## src/rtl/conv_tile_writeback_pkg.sv

```systemverilog
// Shared constants and types for the conv tile writeback stage.
// Default tile geometry and word width match the conv array configuration.
// The WB_* encodings pin down the writeback FSM state values.
package conv_tile_writeback_pkg;

  localparam int unsigned CNN_PARA_X     = 3;
  localparam int unsigned CNN_PARA_Y     = 4;
  localparam int unsigned CNN_DATA_WIDTH = 16;
  localparam int unsigned WB_ADDR_WIDTH  = 16;

  localparam logic [0:0] WB_IDLE  = 1'b0;
  localparam logic [0:0] WB_DRAIN = 1'b1;

  typedef enum logic [0:0] {
    WbIdle  = WB_IDLE,
    WbDrain = WB_DRAIN
  } wb_state_e;

endpackage

```

## src/rtl/conv_tile_writeback_if.sv

```systemverilog
// Write port into the output feature-map buffer.
//   wr_en    master -> slave  write request
//   wr_addr  master -> slave  word address
//   wr_data  master -> slave  word data
//   wr_ready slave -> master  buffer accepts; a transfer is wr_en & wr_ready
interface conv_tile_writeback_if
  import conv_tile_writeback_pkg::*;
#(
  parameter int unsigned ADDR_WIDTH = WB_ADDR_WIDTH,
  parameter int unsigned DATA_WIDTH = CNN_DATA_WIDTH
);

  logic                  wr_en;
  logic [ADDR_WIDTH-1:0] wr_addr;
  logic [DATA_WIDTH-1:0] wr_data;
  logic                  wr_ready;

  modport master (
    output wr_en,
    output wr_addr,
    output wr_data,
    input  wr_ready
  );

  modport slave (
    input  wr_en,
    input  wr_addr,
    input  wr_data,
    output wr_ready
  );

endinterface

```

## src/rtl/conv_tile_addr_gen.sv

```systemverilog
// Walks one tile in raster order (x fastest) and produces its write addresses.
//   clk, rst  clock and asynchronous active-low reset
//   load      restart at word 0 with a new base/stride (wins over advance)
//   base      address of word (0,0)
//   stride    address delta between rows
//   advance   step to the next word
//   addr      row_start + x, modulo 2^ADDR_WIDTH
//   k         linear word index y*PARA_X + x
//   last      current word is the final word of the tile
module conv_tile_addr_gen
  import conv_tile_writeback_pkg::*;
#(
  parameter int unsigned PARA_X     = CNN_PARA_X,
  parameter int unsigned PARA_Y     = CNN_PARA_Y,
  parameter int unsigned ADDR_WIDTH = WB_ADDR_WIDTH,
  parameter int unsigned K_WIDTH    = (PARA_X * PARA_Y > 1) ? $clog2(PARA_X * PARA_Y) : 1
) (
  input  logic                  clk,
  input  logic                  rst,
  input  logic                  load,
  input  logic [ADDR_WIDTH-1:0] base,
  input  logic [ADDR_WIDTH-1:0] stride,
  input  logic                  advance,
  output logic [ADDR_WIDTH-1:0] addr,
  output logic [K_WIDTH-1:0]    k,
  output logic                  last
);

  localparam int unsigned XW = (PARA_X > 1) ? $clog2(PARA_X) : 1;
  localparam int unsigned YW = (PARA_Y > 1) ? $clog2(PARA_Y) : 1;

  logic [XW-1:0]         x_q, x_d;
  logic [YW-1:0]         y_q, y_d;
  logic [ADDR_WIDTH-1:0] row_start_q, row_start_d;
  logic [ADDR_WIDTH-1:0] stride_q, stride_d;
  logic                  x_end, y_end;

  assign x_end = (x_q == XW'(PARA_X - 1));
  assign y_end = (y_q == YW'(PARA_Y - 1));

  always_comb begin
    x_d         = x_q;
    y_d         = y_q;
    row_start_d = row_start_q;
    stride_d    = stride_q;
    if (load) begin
      x_d         = '0;
      y_d         = '0;
      row_start_d = base;
      stride_d    = stride;
    end else if (advance) begin
      if (x_end) begin
        x_d = '0;
        if (y_end) begin
          y_d = '0;
        end else begin
          y_d         = y_q + YW'(1);
          // Incremental row address; wraps silently.
          row_start_d = row_start_q + stride_q;
        end
      end else begin
        x_d = x_q + XW'(1);
      end
    end
  end

  always_ff @(posedge clk or negedge rst) begin
    if (!rst) begin
      x_q         <= '0;
      y_q         <= '0;
      row_start_q <= '0;
      stride_q    <= '0;
    end else begin
      x_q         <= x_d;
      y_q         <= y_d;
      row_start_q <= row_start_d;
      stride_q    <= stride_d;
    end
  end

  assign addr = row_start_q + ADDR_WIDTH'(x_q);
  assign k    = K_WIDTH'(32'(y_q) * PARA_X + 32'(x_q));
  assign last = x_end & y_end;

endmodule

```

## src/rtl/conv_tile_writeback.sv

```systemverilog
// Captures finished conv result tiles into a two-entry FIFO and drains them
// word by word into the output feature-map buffer write port.
//   clk, rst       clock and asynchronous active-low reset
//   result_ready   level tile-valid; its rising edge captures a tile
//   result_buffer  tile words, word k at [k*DATA_WIDTH +: DATA_WIDTH]
//   tile_base      address of word (0,0), sampled at capture
//   row_stride     address delta between rows, sampled at capture
//   clr_overflow   synchronous clear of overflow
//   wr             write port (master side)
//   tile_done      pulse on the final word's transfer
//   busy           any slot occupied
//   overflow       sticky: a capture was dropped
module conv_tile_writeback
  import conv_tile_writeback_pkg::*;
#(
  parameter int unsigned PARA_X     = CNN_PARA_X,
  parameter int unsigned PARA_Y     = CNN_PARA_Y,
  parameter int unsigned DATA_WIDTH = CNN_DATA_WIDTH,
  parameter int unsigned ADDR_WIDTH = WB_ADDR_WIDTH
) (
  input  logic                                clk,
  input  logic                                rst,
  input  logic                                result_ready,
  input  logic [PARA_X*PARA_Y*DATA_WIDTH-1:0] result_buffer,
  input  logic [ADDR_WIDTH-1:0]               tile_base,
  input  logic [ADDR_WIDTH-1:0]               row_stride,
  input  logic                                clr_overflow,
  conv_tile_writeback_if.master               wr,
  output logic                                tile_done,
  output logic                                busy,
  output logic                                overflow
);

  localparam int unsigned TILE_BITS = PARA_X * PARA_Y * DATA_WIDTH;
  localparam int unsigned K_WIDTH   = (PARA_X * PARA_Y > 1) ? $clog2(PARA_X * PARA_Y) : 1;

  logic                  result_ready_q;
  logic [TILE_BITS-1:0]  slot_data_q   [2];
  logic [ADDR_WIDTH-1:0] slot_base_q   [2];
  logic [ADDR_WIDTH-1:0] slot_stride_q [2];
  logic [1:0]            full_q, full_d;
  logic                  wr_ptr_q, wr_ptr_d;
  logic                  rd_ptr_q, rd_ptr_d;
  wb_state_e             state_q, state_d;
  logic                  overflow_q, overflow_d;

  logic                  capture, accept, drop;
  logic                  draining, xfer, final_xfer;
  logic                  ag_load;
  logic [ADDR_WIDTH-1:0] ag_base, ag_stride, ag_addr;
  logic [K_WIDTH-1:0]    ag_k;
  logic                  ag_last;

  assign capture    = result_ready & ~result_ready_q;
  assign draining   = (state_q == WbDrain);
  assign xfer       = draining & wr.wr_ready;
  assign final_xfer = xfer & ag_last;
  // With both slots full the write slot is the head; it frees only on its final transfer.
  assign accept     = capture & (~full_q[wr_ptr_q] | (final_xfer & (wr_ptr_q == rd_ptr_q)));
  assign drop       = capture & ~accept;

  always_comb begin
    full_d = full_q;
    if (final_xfer) full_d[rd_ptr_q] = 1'b0;
    if (accept)     full_d[wr_ptr_q] = 1'b1;
    wr_ptr_d = accept     ? ~wr_ptr_q : wr_ptr_q;
    rd_ptr_d = final_xfer ? ~rd_ptr_q : rd_ptr_q;

    overflow_d = overflow_q;
    if (drop)              overflow_d = 1'b1;
    else if (clr_overflow) overflow_d = 1'b0;
  end

  // Next head's base/stride: bypass from the inputs when it is being captured now.
  always_comb begin
    if (accept && (wr_ptr_q == rd_ptr_d)) begin
      ag_base   = tile_base;
      ag_stride = row_stride;
    end else begin
      ag_base   = slot_base_q[rd_ptr_d];
      ag_stride = slot_stride_q[rd_ptr_d];
    end
  end

  always_comb begin
    state_d = state_q;
    ag_load = 1'b0;
    unique case (state_q)
      WbIdle: begin
        if (full_d[rd_ptr_d]) begin
          state_d = WbDrain;
          ag_load = 1'b1;
        end
      end
      WbDrain: begin
        if (final_xfer) begin
          // Back-to-back tiles: load the next head so its word 0 follows without a bubble.
          if (full_d[rd_ptr_d]) ag_load = 1'b1;
          else                  state_d = WbIdle;
        end
      end
      default: state_d = WbIdle;
    endcase
  end

  always_ff @(posedge clk or negedge rst) begin
    if (!rst) begin
      result_ready_q <= 1'b0;
      full_q         <= '0;
      wr_ptr_q       <= 1'b0;
      rd_ptr_q       <= 1'b0;
      state_q        <= WbIdle;
      overflow_q     <= 1'b0;
      for (int i = 0; i < 2; i++) begin
        slot_data_q[i]   <= '0;
        slot_base_q[i]   <= '0;
        slot_stride_q[i] <= '0;
      end
    end else begin
      result_ready_q <= result_ready;
      full_q         <= full_d;
      wr_ptr_q       <= wr_ptr_d;
      rd_ptr_q       <= rd_ptr_d;
      state_q        <= state_d;
      overflow_q     <= overflow_d;
      if (accept) begin
        slot_data_q[wr_ptr_q]   <= result_buffer;
        slot_base_q[wr_ptr_q]   <= tile_base;
        slot_stride_q[wr_ptr_q] <= row_stride;
      end
    end
  end

  conv_tile_addr_gen #(
    .PARA_X     (PARA_X),
    .PARA_Y     (PARA_Y),
    .ADDR_WIDTH (ADDR_WIDTH),
    .K_WIDTH    (K_WIDTH)
  ) u_addr_gen (
    .clk     (clk),
    .rst     (rst),
    .load    (ag_load),
    .base    (ag_base),
    .stride  (ag_stride),
    .advance (xfer),
    .addr    (ag_addr),
    .k       (ag_k),
    .last    (ag_last)
  );

  assign wr.wr_en   = draining;
  assign wr.wr_addr = draining ? ag_addr : '0;
  assign wr.wr_data = draining ? slot_data_q[rd_ptr_q][32'(ag_k) * DATA_WIDTH +: DATA_WIDTH]
                               : '0;
  assign tile_done  = final_xfer;
  assign busy       = |full_q;
  assign overflow   = overflow_q;

endmodule

```

## src/flat_wrapper.sv

```systemverilog
// flat-port wrapper written by rule: the top's interface ports become plain ports
module conv_tile_writeback_flat import conv_tile_writeback_pkg::*;
#(
  parameter int unsigned PARA_X     = CNN_PARA_X,
  parameter int unsigned PARA_Y     = CNN_PARA_Y,
  parameter int unsigned DATA_WIDTH = CNN_DATA_WIDTH,
  parameter int unsigned ADDR_WIDTH = WB_ADDR_WIDTH
)
  (clk, rst, result_ready, result_buffer, tile_base, row_stride, clr_overflow, tile_done, busy, overflow, wr_wr_en, wr_wr_addr, wr_wr_data, wr_wr_ready);
  conv_tile_writeback_if #(.ADDR_WIDTH(ADDR_WIDTH), .DATA_WIDTH(DATA_WIDTH)) wr_i ();
  input  logic clk;
  input  logic rst;
  input  logic result_ready;
  input  logic [PARA_X*PARA_Y*DATA_WIDTH-1:0] result_buffer;
  input  logic [ADDR_WIDTH-1:0] tile_base;
  input  logic [ADDR_WIDTH-1:0] row_stride;
  input  logic clr_overflow;
  output logic tile_done;
  output logic busy;
  output logic overflow;
  output wire logic [$bits(wr_i.wr_en)-1:0] wr_wr_en;
  output wire logic [$bits(wr_i.wr_addr)-1:0] wr_wr_addr;
  output wire logic [$bits(wr_i.wr_data)-1:0] wr_wr_data;
  input wire logic [$bits(wr_i.wr_ready)-1:0] wr_wr_ready;
  assign wr_wr_en = wr_i.wr_en;
  assign wr_wr_addr = wr_i.wr_addr;
  assign wr_wr_data = wr_i.wr_data;
  assign wr_i.wr_ready = wr_wr_ready;
  conv_tile_writeback #(.PARA_X(PARA_X), .PARA_Y(PARA_Y), .DATA_WIDTH(DATA_WIDTH), .ADDR_WIDTH(ADDR_WIDTH)) u_core (.clk(clk), .rst(rst), .result_ready(result_ready), .result_buffer(result_buffer), .tile_base(tile_base), .row_stride(row_stride), .clr_overflow(clr_overflow), .wr(wr_i), .tile_done(tile_done), .busy(busy), .overflow(overflow));
endmodule
```

## config.mk

```make
export PLATFORM = sky130hd
export DESIGN_NAME = conv_tile_writeback_flat
export DESIGN_NICKNAME = d
export VERILOG_FILES = /design/src/rtl/conv_tile_writeback_pkg.sv /design/src/rtl/conv_tile_writeback_if.sv /design/src/rtl/conv_tile_addr_gen.sv /design/src/rtl/conv_tile_writeback.sv /design/src/flat_wrapper.sv
export SDC_FILE = /design/constraint.sdc
export NUM_CORES = 1
export LEC_CHECK = 0
export BUFFER_PORTS_ARGS = -buffer_cell sky130_fd_sc_hd__buf_2
export CORE_UTILIZATION = 46
export CTS_BUF_LIST = sky130_fd_sc_hd__clkbuf_16
export DETAILED_ROUTE_END_ITERATION = 8
export GPL_ROUTABILITY_DRIVEN = 0
export GPL_TIMING_DRIVEN = 1
export PLACE_DENSITY = 0.66
export SLEW_MARGIN = 30
export SYNTH_ARGS = -nofsm -noshare
export SYNTH_HDL_FRONTEND = slang
export SYNTH_SLANG_ARGS = --single-unit
```

## constraint.sdc

```tcl
create_clock -name clk -period 8.9 [get_ports clk]
set_input_delay 2.67 -clock clk [delete_from_list [all_inputs] [get_ports clk]]
set_output_delay 2.67 -clock clk [all_outputs]
set_load 0.01 [all_outputs]
```

==> results of run 1 <==
## worst register-to-register path: cells and delay by family (launching register included)
family / cells / cell delay, ns
buffers and inverters: 3 / 1.68
AND/OR/NAND/NOR: 3 / 0.78
multiplexers: 1 / 0.51
flip-flops: 1 / 0.42
AO/OA/AOI/OAI: 1 / 0.19
## path summary, 6_finish.rpt
check,startpoint,endpoint,cells past startpoint
max in group asynchronous,rst,u_core.slot_data_q[295]$_DFFE_PN0P_,4
hold / removal,u_core.slot_data_q[238]$_DFFE_PN0P_,u_core.slot_data_q[238]$_DFFE_PN0P_,1
setup reg to reg,u_core.wr.wr_en$_DFF_PN0_,u_core.slot_data_q[345]$_DFFE_PN0P_,8
min in group asynchronous,rst,u_core.slot_stride_q[27]$_DFFE_PN0P_,1
hold reg to reg,u_core.slot_data_q[238]$_DFFE_PN0P_,u_core.slot_data_q[238]$_DFFE_PN0P_,1
setup / recovery,u_core.u_addr_gen.x_q[1]$_DFFE_PN0P_,wr_wr_data[15],8
## flip-flops by register name, summed over array words and instances (netlist names), 2 cells and up
signal                         flops
u_core.slot_data_q               384
u_core.slot_base_q                32
u_core.slot_stride_q              32
u_core.u_addr_gen.row_start_q     16
u_core.u_addr_gen.stride_q        16
u_core.full_q                      2
u_core.u_addr_gen.x_q              2
u_core.u_addr_gen.y_q              2
## kinds of logic (layout without fill, tap and decap cells)
family | Yosys count | after routing | share of synthesized area
AO/OA/AOI/OAI | 161 | 161 | 0.0428
adder cells (fa/ha/maj) | 24 | 24 | 0.0141
XOR/XNOR | 25 | 25 | 0.0102
other | 0 | 19 | 0
multiplexers | 628 | 628 | 0.348
flip-flops | 491 | 491 | 0.526
buffers and inverters | 119 | 392 | 0.0263
AND/OR/NAND/NOR | 168 | 168 | 0.0330
## power breakdown
part / internal (mW) / switching (mW) / total, mW
Sequential: 3.33 / 0.634 / 3.97
Combinational: 2.53 / 2.38 / 4.92
Clock: 1.13 / 0.877 / 2.01
## cells in the final DEF, fill, tap and decap left out, types with 19 or more instances in the layout
cell / synthesis / final
nor2_1: 31 / 31
mux2_1: 218 / 218
a21oi_1: 37 / 37
inv_1: 12 / 27
mux2_2: 280 / 280
diode_2: 0 / 19
dfrtp_1: 491 / 490
buf_2: 39 / 263
clkbuf_16: 0 / 55
mux4_2: 96 / 96
mux2i_1: 33 / 33
o21ai_1: 50 / 49
nand2_1: 78 / 78
## per-layer routing
| metal | share of wire | up-vias | global-route usage | wire (um) |
|---|---|---|---|---|
| li1 | - | 6465 | - | - |
| met1 | 0.42 | 7446 | 0.285 | 23300 |
| met2 | 0.49 | 280 | 0.363 | 27300 |
| met3 | 0.064 | 94 | 0.0638 | 3580 |
| met4 | 0.026 | 28 | 0.0710 | 1450 |
| met5 | 0.0029 | - | 0 | 163 |
## stage by stage
step                utilization  setup WS (ns)
finish                    0.536           2.19
floorplan                     -           3.09
global placement          0.502           2.37
CTS                       0.534           2.16
detailed placement        0.503           2.77
global route              0.536           1.97
## area by class of cell
cell class	count	area, um^2
fillers	4180	23300
flip-flops and latches	491	12300
multi-input cells	1006	10500
repair buffers	283	1610
clock buffers	55	1380
well taps	672	841
clock inverters	41	194
inverters	13	48.8
diodes	19	47.5
==> metrics.txt, run 1 <==
crit path max fanout 33; Worst path top cell family by delay adder cells; total power 10.9 mW; WL final 55,800 um; die area 51,700 um^2; Critical Path Start Type flop; nets 2,101; crit-path max cell delay 0.98 ns; sequential element share of the synthesized area 0.526; Synth top cells by count 491 x dfrtp_1, 280 x mux2_2, 218 x mux2_1; status complete, no violations; Area after DPL 25,200 um^2; grt total ovfl 0; cells along the critical path fa_1 -> ha_4 -> inv_1 -> fa_2 -> nand2_1 -> o221ai_1 -> nor2_1 -> buf_2; fin area 26,900 um^2; port bufs 264; Max Cap Viol 0; buffer and inverter count on the worst path 2; post-layout min period 6.71 ns; final hold violation count 0; Setup TNS 0 ns; largest cells by area after synthesis dfrtp_1 53%, mux2_2 13%, mux2_1 11%, mux4_2 9.3%, mux2i_1 1.4%; Fin Clk Skew 0.0231 ns; share of flip-flops with an asynchronous set or reset 1.00; Reg2Reg Setup Slack 5.21 ns; CP Capture Type output pin; drt pass-1 iters 6; Post-Place Cells 2,463; DRC errors left 0; layout cells sized above 1 0.392; clk slew on worst S/H paths 0.05 ns; Syn. warnings 0; Setup Viol. Count Final 0; Final Max Slew Viols 0; Synth top area share 0.526; Synth Net Count 1,869; top_reg_cell synth dfrtp_1; clock buffer depth 3; clock root cell clkbuf_16; Initial DRC Count 811; # IOs 265; Clock Sinks 491; WL/cell 21.6 um; Seq cells post-synth 491; Synth Area per Inst 14.5 um^2; initial antenna violation count 34; clk_lat worst skew 0.60 ns; Tot GR Track Use 0.222; Non-Filler Instances 2,580; PwrDens 405 nW/um^2; Num CTS Buffers 53; Crit Path Class flop to output pin; Worst IR Drop VDD 0.333 mV; Least-Margin Pin Slew 0.937 ns; Distinct cells, synth 52; die width 227 um; pin count of the biggest net entering global routing 183; RSZ-0062 raised after global routing false; CTS tree built; Starting Density 0.466; post_cts resized 0; Synth Instances 1,616; Slew headroom 0.375; Hold Slack 0.481 ns; area of the mapped netlist 23,400 um^2; Core ar. 50,200 um^2; Max H-tree Level 2; CP max-delay cell fa_2; area leader, netlist dfrtp_1; Antenna Nets Post-Route 0; vias in the first global route 15,000; most common cell in the synthesized netlist dfrtp_1; first-pass GRT wire length 87,200 um; total setup buffers inserted after CTS 0; final worst-path cycle share 0.754; Critical Path RT 6.23 ns; die height 227 um; row cnt 82; hold buffers post-CTS 0; vias per std cell 5.55; EDFF count, synth 0; HPWL Detailed 37,500 um; Fmax 149 MHz; worst hold path class flop to flop; CP arrival 4.04 ns; Layout area overhead 15.2%; leakage power 12.2 nW; Vias 14,300
(Power assumes the default switching activity.)
==> run 2: changes to the inputs <==
--- a/config.mk
+++ b/config.mk
@@ -5,6 +5,7 @@
 export SDC_FILE = /design/constraint.sdc
 export NUM_CORES = 1
 export LEC_CHECK = 0
+export ABC_AREA = 1
 export BUFFER_PORTS_ARGS = -buffer_cell sky130_fd_sc_hd__buf_2
 export CORE_UTILIZATION = 46
 export CTS_BUF_LIST = sky130_fd_sc_hd__clkbuf_16
==> constraint.sdc (replaced) <==
create_clock -name clk -period 7 [get_ports clk]
set_input_delay 2.1 -clock clk [delete_from_list [all_inputs] [get_ports clk]]
set_output_delay 2.1 -clock clk [all_outputs]
set_load 0.01 [all_outputs]
==> run 2 against run 1 <==
Net effect:
- sequential power rose by 22%
- global-route usage grew 5.9 points
- non-clock buffer count is 7 higher
- clock skew is 0.0045 ns higher
- count of clock-buffer cells in the layout increased by 1
- flip-flop and latch count stayed put
- die area up 4.4%
- highest routed layer unchanged
==> metrics.txt, run 2 <==
status complete, no violations; Logic pwr share 0.500; Reg power frac 0.319; Seq cells post-synth 491; Critical Path RT 4.90 ns; share of flip-flops with an asynchronous set or reset 1.00; HPWL Detailed 50,000 um; hold buffers post-CTS 0; Reg2Reg Setup Slack 3.58 ns; Synth Area per Inst 7.42 um^2; post_cts resized 0; Synth Instances 3,288; Initial DRC Count 2,330; WL final 74,900 um; initial antenna violation count 10; first-pass GRT wire length 118,000 um; nets 3,684; post-layout min period 6.03 ns; CTS tree built; area of the multi-input gates 10,200 um^2; die height 232 um; buffer and inverter count on the worst path 4; top_reg_cell synth dfrtp_1; Synth Net Count 3,541; fin util 0.529; row cnt 84; total power 15.2 mW; die width 232 um; most common cell in the synthesized netlist nand2_1; crit-path max cell delay 0.65 ns; clock power share 0.181; Antenna Nets Post-Route 0; Starting Density 0.465; FF/Latch Area 12,300 um^2; Distinct cells, synth 37; PwrDens 547 nW/um^2; CP arrival 3.93 ns; vias per std cell 5.24; Post-Place Cells 4,063; Largest Register u_core.slot_data_q; Core ar. 52,400 um^2; Syn. warnings 0; Synth top cells by count 1,428 x nand2_1, 491 x dfrtp_1, 425 x o21ai_0; CP max-delay cell fa_1; final hold violation count 0; grt total ovfl 0; clock buffer depth 3; worst hold path class flop to flop; crit path max fanout 33; Setup Viol. Count Final 0; Fmax 166 MHz; post-place setup slack 1.67 ns; Clock Sinks 491; area leader, netlist dfrtp_1; cells along the critical path fa_1 -> ha_2 -> inv_1 -> fa_1 -> buf_4 -> inv_1 -> nand3_1 -> nand3_1 -> a21oi_1 -> buf_2; CP Capture Type output pin; Least-Margin Pin Slew 0.985 ns; Final Max Slew Viols 0; Top Registers u_core.slot_data_q: 384 flops, u_core.slot_base_q: 32 flops, u_core.slot_stride_q: 32 flops; leakage power 14.5 nW; internal power 8.09 mW; area of the mapped netlist 24,400 um^2; die area 54,000 um^2; Num CTS Buffers 54; Critical Path Start Type flop; Tot GR Track Use 0.281; clk slew on worst S/H paths 0.06 ns; Worst IR Drop VDD 0.617 mV; largest cells by area after synthesis dfrtp_1 50%, nand2_1 22%, o21ai_0 8.7%, inv_1 4.2%, nand3_1 3.4%; Vias 21,900; RSZ-0062 raised after global routing false; Crit Path Class flop to output pin; most frequent cells in the layout 1,428 x nand2_1, 490 x dfrtp_1, 425 x o21ai_0; P_sw 7.08 mW; fill count 5,101; Largest register FFs 384; Worst path top cell family by delay adder cells; Synth top area share 0.504; sequential element share of the synthesized area 0.504; clock root cell clkbuf_16; Hold Slack 0.473 ns; Non-Filler Instances 4,174; DRC errors left 0; Layout area overhead 13.8%; final worst-path cycle share 0.861; commonest non-fill, non-tap cell in the layout nand2_1; Fin Clk Skew 0.0276 ns; total setup buffers inserted after CTS 0; port bufs 264; vias in the first global route 20,600; Switching Fraction 0.467; Slew headroom 0.343; pin count of the biggest net entering global routing 169; Area after DPL 26,000 um^2; Setup TNS 0 ns; # IOs 265; WL/cell 17.9 um; drt pass-1 iters 6; Max H-tree Level 2; fin area 27,800 um^2; EDFF count, synth 0; layout cells sized above 1 0.111; Final WS setup 0.971 ns; Max Cap Viol 0; clk_lat worst skew 0.61 ns
-- run 2: cell types whose count changed in the layout (fill, tap and decap cells not counted), moves of 96 or more --
cell	change
a21oi_1	+113
o21ai_0	+414
nand3_1	+153
nand2_1	+1350
inv_1	+257
mux4_2	-96
mux2_1	-218
mux2_2	-280
-- run 2: tightest hold or removal path: cells and delay by family (launching register included) --
| family | cells | cell delay (ns) |
|---|---|---|
| flops | 1 | 0.33 |
| simple gates | 2 | 0.11 |
-- run 2: cells by family after synthesis --
| kind of cell | Yosys count | share of synthesized area |
|---|---|---|
| AND/OR/NAND/NOR | 1667 | 0.271 |
| AO/OA/AOI/OAI | 615 | 0.128 |
| buffers and inverters | 481 | 0.0795 |
| adder cells (fa/ha/maj) | 24 | 0.0135 |
| XOR/XNOR | 9 | 0.00323 |
| flip-flops | 491 | 0.504 |
| multiplexers | 1 | 0.000410 |
-- run 2: metal layers --
layer | up-vias | track usage | part of all wire
li1 | 10700 | - | -
met1 | 10400 | 0.389 | 0.43
met2 | 690 | 0.448 | 0.47
met3 | 120 | 0.0457 | 0.070
met4 | 2 | 0.0933 | 0.031
met5 | - | 0 | 0.00019
-- run 2: cell type report --
cell class | instances | area share
antenna | 9 | 0.000811
clock buffer | 56 | 0.0505
clock inverter | 46 | 0.0107
inverter | 278 | 0.0382
multi-input combinational | 2316 | 0.367
sequential | 491 | 0.443
tap | 688 | 0.0310
timing repair buffer | 290 | 0.0586
-- run 2: path summary, 6_finish.rpt --
check | from | endpoint | cells after the start
setup / recovery | u_core.u_addr_gen.x_q[1]$_DFFE_PN0P_ | wr_wr_data[11] | 10
hold / removal | u_core.slot_data_q[249]$_DFFE_PN0P_ | u_core.slot_data_q[249]$_DFFE_PN0P_ | 2
setup reg to reg | u_core.rd_ptr_q$_DFF_PN0_ | u_core.u_addr_gen.row_start_q[13]$_DFFE_PN0P_ | 14
hold reg to reg | u_core.slot_data_q[249]$_DFFE_PN0P_ | u_core.slot_data_q[249]$_DFFE_PN0P_ | 2
max in group asynchronous | rst | u_core.rd_ptr_q$_DFF_PN0_ | 2
min in group asynchronous | rst | u_core.overflow$_DFFE_PN0P_ | 1
-- run 2: power by group through the flow --
stage          combinational, mW  clock [mW]  sequential (mW)
2_1_floorplan               4.97           0             4.63
3_3_place_gp                7.44           0             4.83
3_5_place_dp                7.48           0             4.86
4_1_cts                     7.53        2.81             4.82
5_1_grt                     8.44        2.91             4.99
6_report                    7.59        2.75             4.84
==> run 3: changes to the inputs <==
--- a/config.mk
+++ b/config.mk
@@ -7,12 +7,14 @@
 export LEC_CHECK = 0
 export ABC_AREA = 1
 export BUFFER_PORTS_ARGS = -buffer_cell sky130_fd_sc_hd__buf_2
-export CORE_UTILIZATION = 46
+export CELL_PAD_IN_SITES_DETAIL_PLACEMENT = 1
+export CELL_PAD_IN_SITES_GLOBAL_PLACEMENT = 2
+export CORE_UTILIZATION = 34
 export CTS_BUF_LIST = sky130_fd_sc_hd__clkbuf_16
 export DETAILED_ROUTE_END_ITERATION = 8
 export GPL_ROUTABILITY_DRIVEN = 0
 export GPL_TIMING_DRIVEN = 1
-export PLACE_DENSITY = 0.66
+export PLACE_DENSITY = 0.81
 export SLEW_MARGIN = 30
 export SYNTH_ARGS = -nofsm -noshare
 export SYNTH_HDL_FRONTEND = slang
==> run 3 against run 2 <==
Net effect:
- total power rose by 4.4%
- global-route usage shrank 3.3 points
- non-clock buffer count is 3 lower
- critical path depth stayed put
- flip-flop and latch count did not move
- wire length up 21%
- die area grew 35%
==> metrics.txt, run 3 (synthesis gave the netlist of run 2 again) <==
RSZ-0062 raised after global routing false; Post-Place Cells 4,311; Starting Density 0.346; Final Max Slew Viols 0; CTS tree built; Top Registers u_core.slot_data_q: 384 flops, u_core.slot_base_q: 32 flops, u_core.slot_stride_q: 32 flops; CP arrival 3.91 ns; Largest register FFs 384; Core ar. 70,500 um^2; Vias 22,500; Num CTS Buffers 58; clock root cell clkbuf_16; min-delay src u_core.slot_data_q[184]$_DFFE_PN0P_; Crit Path Class flop to output pin; total setup buffers inserted after CTS 0; Layout area overhead 15.6%; clk slew on worst S/H paths 0.06 ns; Area after DPL 26,300 um^2; Critical R2R Launch u_core.rd_ptr_q$_DFF_PN0_; Hold Path End u_core.slot_data_q[184]$_DFFE_PN0P_; Clock Sinks 491; hold buffers post-CTS 0; clk_lat worst skew 0.64 ns; Non-Filler Instances 4,423; leakage power 14.5 nW; layout cells sized above 1 0.114; final worst-path cycle share 0.859; status complete, no violations; first-pass GRT wire length 141,000 um; Max H-tree Level 2; Hold Path Depth 2; Tot GR Track Use 0.249; post-layout min period 6.01 ns; Max Cap Viol 0; PwrDens 562 nW/um^2; Largest Register u_core.slot_data_q; total power 15.8 mW; Worst IR Drop VDD 0.476 mV; drt pass-1 iters 5; commonest non-fill, non-tap cell in the layout nand2_1; Setup TNS 0 ns; pin count of the biggest net entering global routing 161; clock buffer depth 3; post_cts resized 0; final hold violation count 0; Fmax 166 MHz; Reg-to-Reg End u_core.slot_data_q[171]$_DFFE_PN0P_; Antenna Nets Post-Route 0; die area 72,800 um^2; die height 270 um; Critical Path RT 4.90 ns; fin area 28,200 um^2; WL final 90,500 um; Slew headroom 0.347; # IOs 265; CP Capture Type output pin; fill count 8,717; Critical Path Start Type flop; Fin Clk Skew 0.0250 ns; vias per std cell 5.10; DRC errors left 0; Initial DRC Count 1,575; initial antenna violation count 11; Reg2Reg Setup Slack 3.16 ns; Setup Viol. Count Final 0; port bufs 264; WL/cell 20.5 um; vias in the first global route 24,200; worst r2r path cells 11; Least-Margin Pin Slew 0.979 ns; grt total ovfl 0; HPWL Detailed 60,900 um; row cnt 97; nets 3,685; worst hold path class flop to flop; fin util 0.400; crit path max fanout 33; die width 270 um; most frequent cells in the layout 1,426 x nand2_1, 490 x dfrtp_1, 425 x o21ai_0
-- run 3: cell count changes in the layout (fill, tap and decap cells not counted), moves of 2 or more --
cell | before | now
buf_4 | 18 | 12
clkbuf_16 | 56 | 59
clkinv_2 | 13 | 16
clkinv_8 | 0 | 3
clkinvlp_4 | 0 | 2
diode_2 | 9 | 2
inv_1 | 284 | 278
inv_4 | 0 | 2
nand2_1 | 1428 | 1426
nand2_2 | 3 | 5
-- run 3: report_power, final --
group,switching [mW],internal (mW),total (mW)
combinational,5.66,2.39,8.04
sequential,0.692,4.16,4.85
clock,1.28,1.67,2.95
total,7.63,8.22,15.8
-- run 3: cell type report --
class                   count  area [um^2]  share of cell area
inverters                 278         1070              0.0379
multi-input cells        2316        10200               0.362
repair buffers            287         1640              0.0581
clock inverters            50          350              0.0124
clock buffers              59         1480              0.0523
flip-flops and latches    491        12300               0.436
well taps                 940         1180              0.0417
diodes                      2         5.00            0.000177
-- run 3: critical path, stage by stage, from the launching register on --
cell and delay, ns:
dfrtp_1 0.48, fa_1 0.62, ha_2 0.18, inv_1 0.05, fa_1 0.50, buf_4 0.35
inv_1 0.35, nand3_1 0.19, nand3_1 0.09, a21oi_1 0.27, buf_2 0.20
-- run 3: how the worst max path moves through the flow --
stage                                               from              to  slack (ns)  cells past startpoint
floorplan           u_core.u_addr_gen.x_q[1]$_DFFE_PN0P_  wr_wr_data[10]        2.36                     10
global placement    u_core.u_addr_gen.x_q[1]$_DFFE_PN0P_  wr_wr_data[14]        1.66                      8
detailed placement  u_core.u_addr_gen.x_q[1]$_DFFE_PN0P_   wr_wr_data[1]        1.68                     10
CTS                 u_core.u_addr_gen.x_q[1]$_DFFE_PN0P_   wr_wr_data[1]        0.97                     10
global route        u_core.u_addr_gen.x_q[1]$_DFFE_PN0P_   wr_wr_data[2]        0.86                     10
finish              u_core.u_addr_gen.x_q[1]$_DFFE_PN0P_   wr_wr_data[1]        0.99                     10
-- run 3: per-layer routing --
metal / global-route usage / vias up / share of wire
met5: 0 / - / 0.00051
met4: 0.0836 / 8 / 0.031
met3: 0.0372 / 133 / 0.047
met2: 0.432 / 461 / 0.50
met1: 0.314 / 11300 / 0.42
li1: - / 10700 / -
-- run 3: stage by stage --
step	setup slack (ns)	hold WS [ns]
detailed placement	1.68	0.465
floorplan	2.36	0.444
global route	0.857	0.494
CTS	0.974	0.482
global placement	1.66	0.460
finish	0.990	0.477
